`config.mk`:
```
export PLATFORM = sky130hd
export DESIGN_NAME = spi_master
export DESIGN_NICKNAME = d
export VERILOG_FILES = /design/src/rtl/spi_master.sv
export SDC_FILE = /design/constraint.sdc
export NUM_CORES = 1
export LEC_CHECK = 0
export CAP_MARGIN = 40
export CORE_AREA = 2 2 46 79
export CTS_CLUSTER_DIAMETER = 80
export CTS_CLUSTER_SIZE = 10
export DETAILED_ROUTE_END_ITERATION = 10
export DIE_AREA = 0 0 48 81
export PLACE_DENSITY = 0.79
export SYNTH_ARGS = -nofsm -noshare
export SYNTH_HDL_FRONTEND = slang
export SYNTH_SLANG_ARGS = --single-unit
export TNS_END_PERCENT = 30
```
`constraint.sdc`:
```
create_clock -name clk -period 2.65 [get_ports clk]
set_input_delay 0.53 -clock clk [delete_from_list [all_inputs] [get_ports clk]]
set_output_delay 0.53 -clock clk [all_outputs]
set_load 0.005 [all_outputs]
```
`src/rtl/spi_master.sv`:
```
// spi_master: SPI mode-0 master sending and receiving one DATA_W-bit MSB-first frame per start
module spi_master #(
   parameter int DATA_W  = 8,
   parameter int CLK_DIV = 4
) (
   input  logic              clk,
   input  logic              reset_n,
   input  logic              start,
   input  logic [DATA_W-1:0] tx_data,
   output logic              busy,
   output logic              done,
   output logic [DATA_W-1:0] rx_data,
   output logic              sclk,
   output logic              mosi,
   input  logic              miso,
   output logic              cs_n
);
   localparam int DIV_W = $clog2(CLK_DIV + 1);
   localparam int BIT_W = $clog2(DATA_W + 1);
   typedef enum logic [1:0] {IDLE, SETUP, XFER, HOLD} state_t;
   state_t            state_q, state_d;
   logic [DIV_W-1:0]  div_q, div_d;
   logic [BIT_W-1:0]  bit_q, bit_d;
   logic [DATA_W-1:0] tx_sh_q, tx_sh_d, rx_sh_q, rx_sh_d, rx_q, rx_d;
   logic              sclk_q, sclk_d, mosi_q, mosi_d, cs_n_q, cs_n_d;
   logic              busy_q, busy_d, done_q, done_d;
   logic              tick;
   assign tick = div_q == DIV_W'(CLK_DIV - 1);
   always_comb begin
      state_d = state_q;
      div_d   = (state_q == IDLE || tick) ? '0 : div_q + 1'b1;
      bit_d   = bit_q;
      tx_sh_d = tx_sh_q;
      rx_sh_d = rx_sh_q;
      rx_d    = rx_q;
      sclk_d  = sclk_q;
      mosi_d  = mosi_q;
      cs_n_d  = cs_n_q;
      busy_d  = busy_q;
      done_d  = 1'b0;
      case (state_q)
         IDLE: if (start) begin
            state_d = SETUP;
            tx_sh_d = tx_data;
            rx_sh_d = '0;
            bit_d   = '0;
            mosi_d  = tx_data[DATA_W-1];
            cs_n_d  = 1'b0;
            busy_d  = 1'b1;
         end
         SETUP: if (tick) begin
            state_d = XFER;
            sclk_d  = 1'b1;
            rx_sh_d = DATA_W'({rx_sh_q, miso});
         end
         XFER: if (tick) begin
            sclk_d = !sclk_q;
            // rising half samples miso; falling half advances mosi unless it was the last bit
            if (!sclk_q) rx_sh_d = DATA_W'({rx_sh_q, miso});
            else if (bit_q == BIT_W'(DATA_W - 1)) state_d = HOLD;
            else begin
               bit_d   = bit_q + 1'b1;
               tx_sh_d = tx_sh_q << 1;
               mosi_d  = tx_sh_d[DATA_W-1];
            end
         end
         HOLD: if (tick) begin
            state_d = IDLE;
            cs_n_d  = 1'b1;
            mosi_d  = 1'b0;
            busy_d  = 1'b0;
            done_d  = 1'b1;
            rx_d    = rx_sh_q;
         end
         default: state_d = IDLE;
      endcase
   end
   always_ff @(posedge clk or negedge reset_n) begin
      if (!reset_n) begin
         state_q <= IDLE;
         div_q   <= '0;
         bit_q   <= '0;
         tx_sh_q <= '0;
         rx_sh_q <= '0;
         rx_q    <= '0;
         sclk_q  <= 1'b0;
         mosi_q  <= 1'b0;
         cs_n_q  <= 1'b1;
         busy_q  <= 1'b0;
         done_q  <= 1'b0;
      end else begin
         state_q <= state_d;
         div_q   <= div_d;
         bit_q   <= bit_d;
         tx_sh_q <= tx_sh_d;
         rx_sh_q <= rx_sh_d;
         rx_q    <= rx_d;
         sclk_q  <= sclk_d;
         mosi_q  <= mosi_d;
         cs_n_q  <= cs_n_d;
         busy_q  <= busy_d;
         done_q  <= done_d;
      end
   end
   assign busy    = busy_q;
   assign done    = done_q;
   assign rx_data = rx_q;
   assign sclk    = sclk_q;
   assign mosi    = mosi_q;
   assign cs_n    = cs_n_q;
endmodule

```
==> results of run 1 <==
-- final timing paths --
path | from | to | cells after the start
worst min register to register | div_q[0] | div_q[0] | 1
worst max-delay path | state_q[0] | tx_sh_q[0] | 7
max in group asynchronous | reset_n | cs_n | 2
min in group asynchronous | reset_n | busy | 2
worst max register to register | state_q[0] | tx_sh_q[0] | 7
worst min-delay path | div_q[0] | div_q[0] | 1
-- final cells by class --
| class | instances | area, um^2 | area share |
|---|---|---|---|
| repair buffers | 27 | 263 | 0.119 |
| clock buffers | 7 | 86.3 | 0.0390 |
| multi-input cells | 117 | 815 | 0.368 |
| well taps | 45 | 56.3 | 0.0255 |
| flip-flops and latches | 37 | 927 | 0.419 |
| clock inverters | 1 | 30.0 | 0.0136 |
| inverters | 9 | 33.8 | 0.0153 |
-- worst max-delay path, cell delays in order, from the launching register on --
cell and delay (ns):
dfrtp_1 0.42, inv_1 0.16, ha_1 0.32, buf_4 0.23, mux2_4 0.19, and3_1 0.40
o21ai_1 0.18, a32o_1 0.23
-- logic make-up after synthesis --
kind of cell / after synthesis
simple gates: 45
flops: 37
compound gates: 48
buf+inv: 15
mux: 13
fa+ha+maj: 11
-- per-layer routing --
layer	part of all wire	wire length, um	up-vias
met5	0	0	-
met4	0.043	169	0
met3	0.046	183	18
met2	0.55	2190	55
met1	0.36	1410	703
li1	-	-	665
-- power breakdown --
part | switching (mW) | internal, mW | total [mW]
sequential | 0.00371 | 0.569 | 0.573
clock | 0.194 | 0.307 | 0.500
combinational | 0.0163 | 0.0189 | 0.0352
total | 0.214 | 0.895 | 1.11
-- flip-flops by register name (all words and copies together) (netlist names), 2 cells and up --
register	cells
bit_q	4
tx_sh_q	7
rx_sh_q	8
div_q	3
state_q	2
rx_data	8
-- cell usage in the layout (no fill, tap or decap), drive strengths merged --
cell / instances
a21o: 1
a21oi: 12
a221o: 1
a22o: 2
a22oi: 1
a31oi: 1
a32o: 1
and3: 3
and3b: 1
buf: 3
bufinv: 1
clkbuf: 7
clkdlybuf4s50: 24
clkinv: 1
dfrtp: 36
dfstp: 1
ha: 11
inv: 8
mux2: 11
mux2i: 2
nand2: 21
nand2b: 2
nand3: 5
nand3b: 1
nand4: 3
nor2: 4
nor3: 3
nor3b: 1
o2111ai: 1
o211ai: 1
o21ai: 13
o22ai: 12
o2bb2ai: 1
o31ai: 1
or2b: 1
==> impl_metrics.env, run 1 <==
export IMPL_status="finished, final reports clean"
export IMPL_rows=28
export IMPL_nNetsFinal=220
export IMPL_critical_path_class="reg2reg"
export IMPL_cp_required_ns=2.83
export IMPL_yosysUniqueCellTypes=38
export IMPL_cts_setup_buffers=0
export IMPL_via_per_inst=5.93
export IMPL_place_hpwl_mm=2.83
export IMPL_ctsHoldBuffers=0
export IMPL_cts_tree="yes"
export IMPL_grt_use_met2=0.420
export IMPL_drtIter0Drc=37
export IMPL_synth_xor_area_frac=0
export IMPL_synth_edff_count=0
export IMPL_netlist_area_mm2=0.00181
export IMPL_cp_max_fo=10
export IMPL_vias=1441
export IMPL_clkLatencyLatePin_ns=0.29
export IMPL_clk_pin_slew_ns=0.07
export IMPL_timing_final_crit_share=0.847
export IMPL_fp_dieW_um=48
export IMPL_relSlewSlack=0.694
export IMPL_grtUsageMet1=0.225
export IMPL_drv_cap=0
export IMPL_netlist_instances=169
export IMPL_dp_cells=234
export IMPL_antenna_found_initial=0
export IMPL_syn_nets=192
export IMPL_grt_max_degree=38
export IMPL_start_kind="flip-flop"
export IMPL_grt_pass1_vias=1476
export IMPL_hold_path_class="reg2reg"
export IMPL_fin_util=0.664
export IMPL_finClkSkew_ns=0.00528
export IMPL_yosysWarnings=0
export IMPL_grt_busiest_layer="met2"
export IMPL_synth_top_area_cell="dfrtp_1"
export IMPL_synth_seq_area_share=0.512
export IMPL_firstDrtPassIters=5
export IMPL_synth_fa_ha_area_frac=0.0761
export IMPL_post_place_ws_ns=0.320
export IMPL_synth_compound_area_frac=0.165
export IMPL_p_leak_nw=1.03
export IMPL_synthMuxAreaShare=0.0837
export IMPL_whs_ns=0.437
export IMPL_drive_above_1_share=0.131
export IMPL_grtUsageTotal=0.239
export IMPL_post_synth_cell_area_avg_um2=10.7
export IMPL_synthTopCellsByArea="dfrtp_1 (50%), ha_1 (7.6%), mux2_2 (5.6%)"
export IMPL_synth_most_common_cell="dfrtp_1"
export IMPL_drt_drc_violations_left=0
export IMPL_stdcell_count=243
export IMPL_finalWorstSetupSlack_ns=0.407
export IMPL_cts_max_level=2
export IMPL_area_growth_syn_to_layout_pct=22.2
export IMPL_worst_pin_slew_ns=0.459
export IMPL_fill_cells=247
export IMPL_setup_violations=0
export IMPL_gr_total_overflow=0
export IMPL_synth_simple_gate_area_share=0.126
export IMPL_portBuffers=24
export IMPL_synth_seq_cells=37
export IMPL_wl_mm=3.96
export IMPL_synth_top_family_by_area="compound AO/OA/AOI/OAI gates"
export IMPL_synth_top_area_share=0.498
export IMPL_antenna_cells=0
export IMPL_cts_buffer_depth=2
export IMPL_grt_pass1_wl_mm=6.41
export IMPL_grt_use_met3=0.0622
export IMPL_ys_flop_type="dfrtp_1"
export IMPL_slew_violations=0
export IMPL_cts_buffers_inserted=5
export IMPL_fmax_mhz=446
export IMPL_die_h_um=81
export IMPL_finalSetupTns_ns=0
export IMPL_cts_resized=0
export IMPL_core_area_mm2=0.00333
export IMPL_routedWlPerCell_um=16.3
export IMPL_reg2reg_slack_ns=0.41
export IMPL_final_area_mm2=0.00221
export IMPL_start_util=0.544
export IMPL_placed_area_mm2=0.00209
export IMPL_power_mw=1.11
export IMPL_cts_root_buf="clkbuf_8"
export IMPL_finalCriticalPeriod_ns=2.24
export IMPL_place_gp_congestion=0.854
export IMPL_cts_sinks=37
export IMPL_power_density_mw_per_mm2=501
export IMPL_die_area_mm2=0.00389
export IMPL_postRouteAntennaNets=0
export IMPL_finalHoldViolCount=0
export IMPL_rsz0062_at_grt="false"
export IMPL_ir_drop_mv=0.549
export IMPL_crit_path_end_kind="flip-flop"
export IMPL_arrival_ns=2.42
export IMPL_boundaryPins=25
export IMPL_synthTopCellsByCount="dfrtp_1 (36), nand2_1 (21), a21oi_1 (12), o22ai_1 (12)"
export IMPL_async_flop_share=1.00
Note: power is estimated with default switching activity, not from simulation.
==> run 2, diff against run 1 <==
CORE_AREA = 2 2 50 87   (was 2 2 46 79)
DIE_AREA = 0 0 52 89   (was 0 0 48 81)
PLACE_DENSITY = 0.7   (was 0.79)
clock period = 1.85 ns   (was 2.65 ns; I/O delays follow)
==> run 2 against run 1 <==
Wire length is 5.1% higher. Count of clock-buffer cells in the layout is 2 lower. Maximum frequency grew 23%. Clock skew up 0.0031 ns. Setup slack got worse by 0.37 ns. Clock power rose by 34%. Final cell count increased by 6.6%. Via count grew 2.4%. Critical path type unchanged.
==> impl_metrics.env, run 2 (synthesis gave the netlist of run 1 again) <==
export IMPL_nNetsFinal=234
export IMPL_gr_total_overflow=0
export IMPL_drive_above_1_share=0.209
export IMPL_rsz0062_at_grt="true"
export IMPL_placed_area_mm2=0.00223
export IMPL_worst_pin_slew_ns=0.294
export IMPL_fmax_mhz=550
export IMPL_routedWlPerCell_um=16.1
export IMPL_fp_dieW_um=52
export IMPL_multiInputGateArea_um2=822
export IMPL_hold_path_class="reg2reg"
export IMPL_core_area_mm2=0.00387
export IMPL_wl_mm=4.16
export IMPL_fin_util=0.606
export IMPL_die_area_mm2=0.00463
export IMPL_rows=30
export IMPL_final_area_mm2=0.00234
export IMPL_status="finished, final reports clean"
export IMPL_power_density_mw_per_mm2=660
export IMPL_ir_drop_mv=0.617
export IMPL_cts_root_buf="clkbuf_8"
export IMPL_finalHoldViolCount=0
export IMPL_cp_startpoint="state_q[0]"
export IMPL_drtIter0Drc=28
export IMPL_crit_path_end_kind="flip-flop"
export IMPL_start_kind="flip-flop"
export IMPL_via_per_inst=5.69
export IMPL_grt_max_degree=38
export IMPL_cts_sinks=37
export IMPL_dp_cells=252
export IMPL_grtUsageTotal=0.208
export IMPL_start_util=0.468
export IMPL_regArea_um2=928
export IMPL_final_common_cell="dfrtp_1"
export IMPL_clk_pin_slew_ns=0.08
export IMPL_critical_path_class="reg2reg"
export IMPL_grt_pass1_wl_mm=7.14
export IMPL_final_cell_mix="dfrtp_1 (35), clkdlybuf4s50_1 (24), nand2_1 (21), buf_4 (15)"
export IMPL_antenna_found_initial=0
export IMPL_cts_max_level=2
export IMPL_drv_cap=0
export IMPL_grt_pass1_vias=1627
export IMPL_stdcell_count=259
export IMPL_fill_cells=319
export IMPL_boundaryPins=25
export IMPL_min_delay_start="div_q[0]"
export IMPL_cts_tree="yes"
export IMPL_postRouteAntennaNets=0
export IMPL_p_leak_nw=1.10
export IMPL_timing_rr_start="state_q[0]"
export IMPL_die_h_um=89
export IMPL_setup_violations=0
export IMPL_antenna_cells=0
export IMPL_place_gp_congestion=0.896
export IMPL_vias=1475
export IMPL_clkLatencyLatePin_ns=0.29
export IMPL_portBuffers=24
export IMPL_drt_drc_violations_left=0
export IMPL_arrival_ns=1.99
export IMPL_cts_buffer_depth=2
export IMPL_cp_required_ns=2.03
export IMPL_cts_buffers_inserted=5
export IMPL_finalCriticalPeriod_ns=1.82
export IMPL_finClkSkew_ns=0.00842
export IMPL_firstDrtPassIters=4
export IMPL_cp_max_fo=3
export IMPL_relSlewSlack=0.803
export IMPL_area_growth_syn_to_layout_pct=29.4
export IMPL_timing_final_crit_share=0.982
export IMPL_place_hpwl_mm=3.13
export IMPL_slew_violations=0
-- run 2: cell count changes in the layout (fill, tap and decap cells not counted) --
cell,delta
and3_1,-1
and3_4,+1
buf_12,+2
buf_4,+12
clkbuf_1,-1
clkbuf_8,-1
clkinv_2,+1
dfrtp_1,-1
dfrtp_2,+1
ha_1,-1
ha_2,+1
inv_1,-1
inv_2,+1
-- run 2: metrics by stage --
step,TNS (ns),setup slack (ns),power (mW),hold slack (ns)
2_1_floorplan,0,0.0280,0.843,0.0744
3_3_place_gp,-0.0312,-0.0312,0.892,0.418
3_5_place_dp,-0.0853,-0.0392,0.894,0.435
4_1_cts,0,0.0462,1.57,0.444
5_1_grt,-0.0122,-0.0122,1.60,0.459
6_report,0,0.0332,1.54,0.439
-- run 2: worst paths after layout --
| kind | endpoint | slack (ns) | cells past startpoint |
|---|---|---|---|
| worst max-delay path | state_q[1] | 0.03 | 6 |
| worst min-delay path | div_q[0] | 0.44 | 1 |
| worst max register to register | state_q[1] | 0.03 | 6 |
| worst min register to register | div_q[0] | 0.44 | 1 |
| max in group asynchronous | cs_n | 1.15 | 2 |
| min in group asynchronous | sclk | 0.46 | 2 |
-- run 2: layer usage --
metal,GRT usage,up-vias,wire length [um]
li1,-,692,-
met1,0.207,736,1520
met2,0.399,35,2410
met3,0.0418,12,119
met4,0.0909,0,110
met5,0,-,0
-- run 2: what timing repair did --
item                       CTS  global route
hold buffers                 0             0
setup endpoints to repair    1            11
gates cloned                 0             0
resized for setup            1             4
pin swaps                    0             2
setup buffers                0             0
-- run 2: layout make-up --
type                            instances  area share
Clock inverter                          2      0.0150
Tap cell                               48      0.0257
Clock buffer                            5      0.0294
Multi-Input combinational cell        117       0.351
Timing Repair Buffer                   41       0.168
Sequential cell                        37       0.397
Inverter                                9      0.0144
-- run 2: critical path, stage by stage, from the launching register on --
cell       delay (ns)
dfrtp_1          0.39
buf_4            0.16
ha_1             0.21
nand2b_1         0.17
o2111ai_2        0.14
a221o_1          0.33
mux2_4           0.30
-- run 2: where the power goes --
group          internal, mW  leakage, nW  switching, mW  total, mW
clock                 0.392       0.0540          0.276      0.668
sequential            0.815        0.469        0.00550      0.821
combinational        0.0315        0.575         0.0249     0.0564
total                  1.24         1.10          0.306       1.54
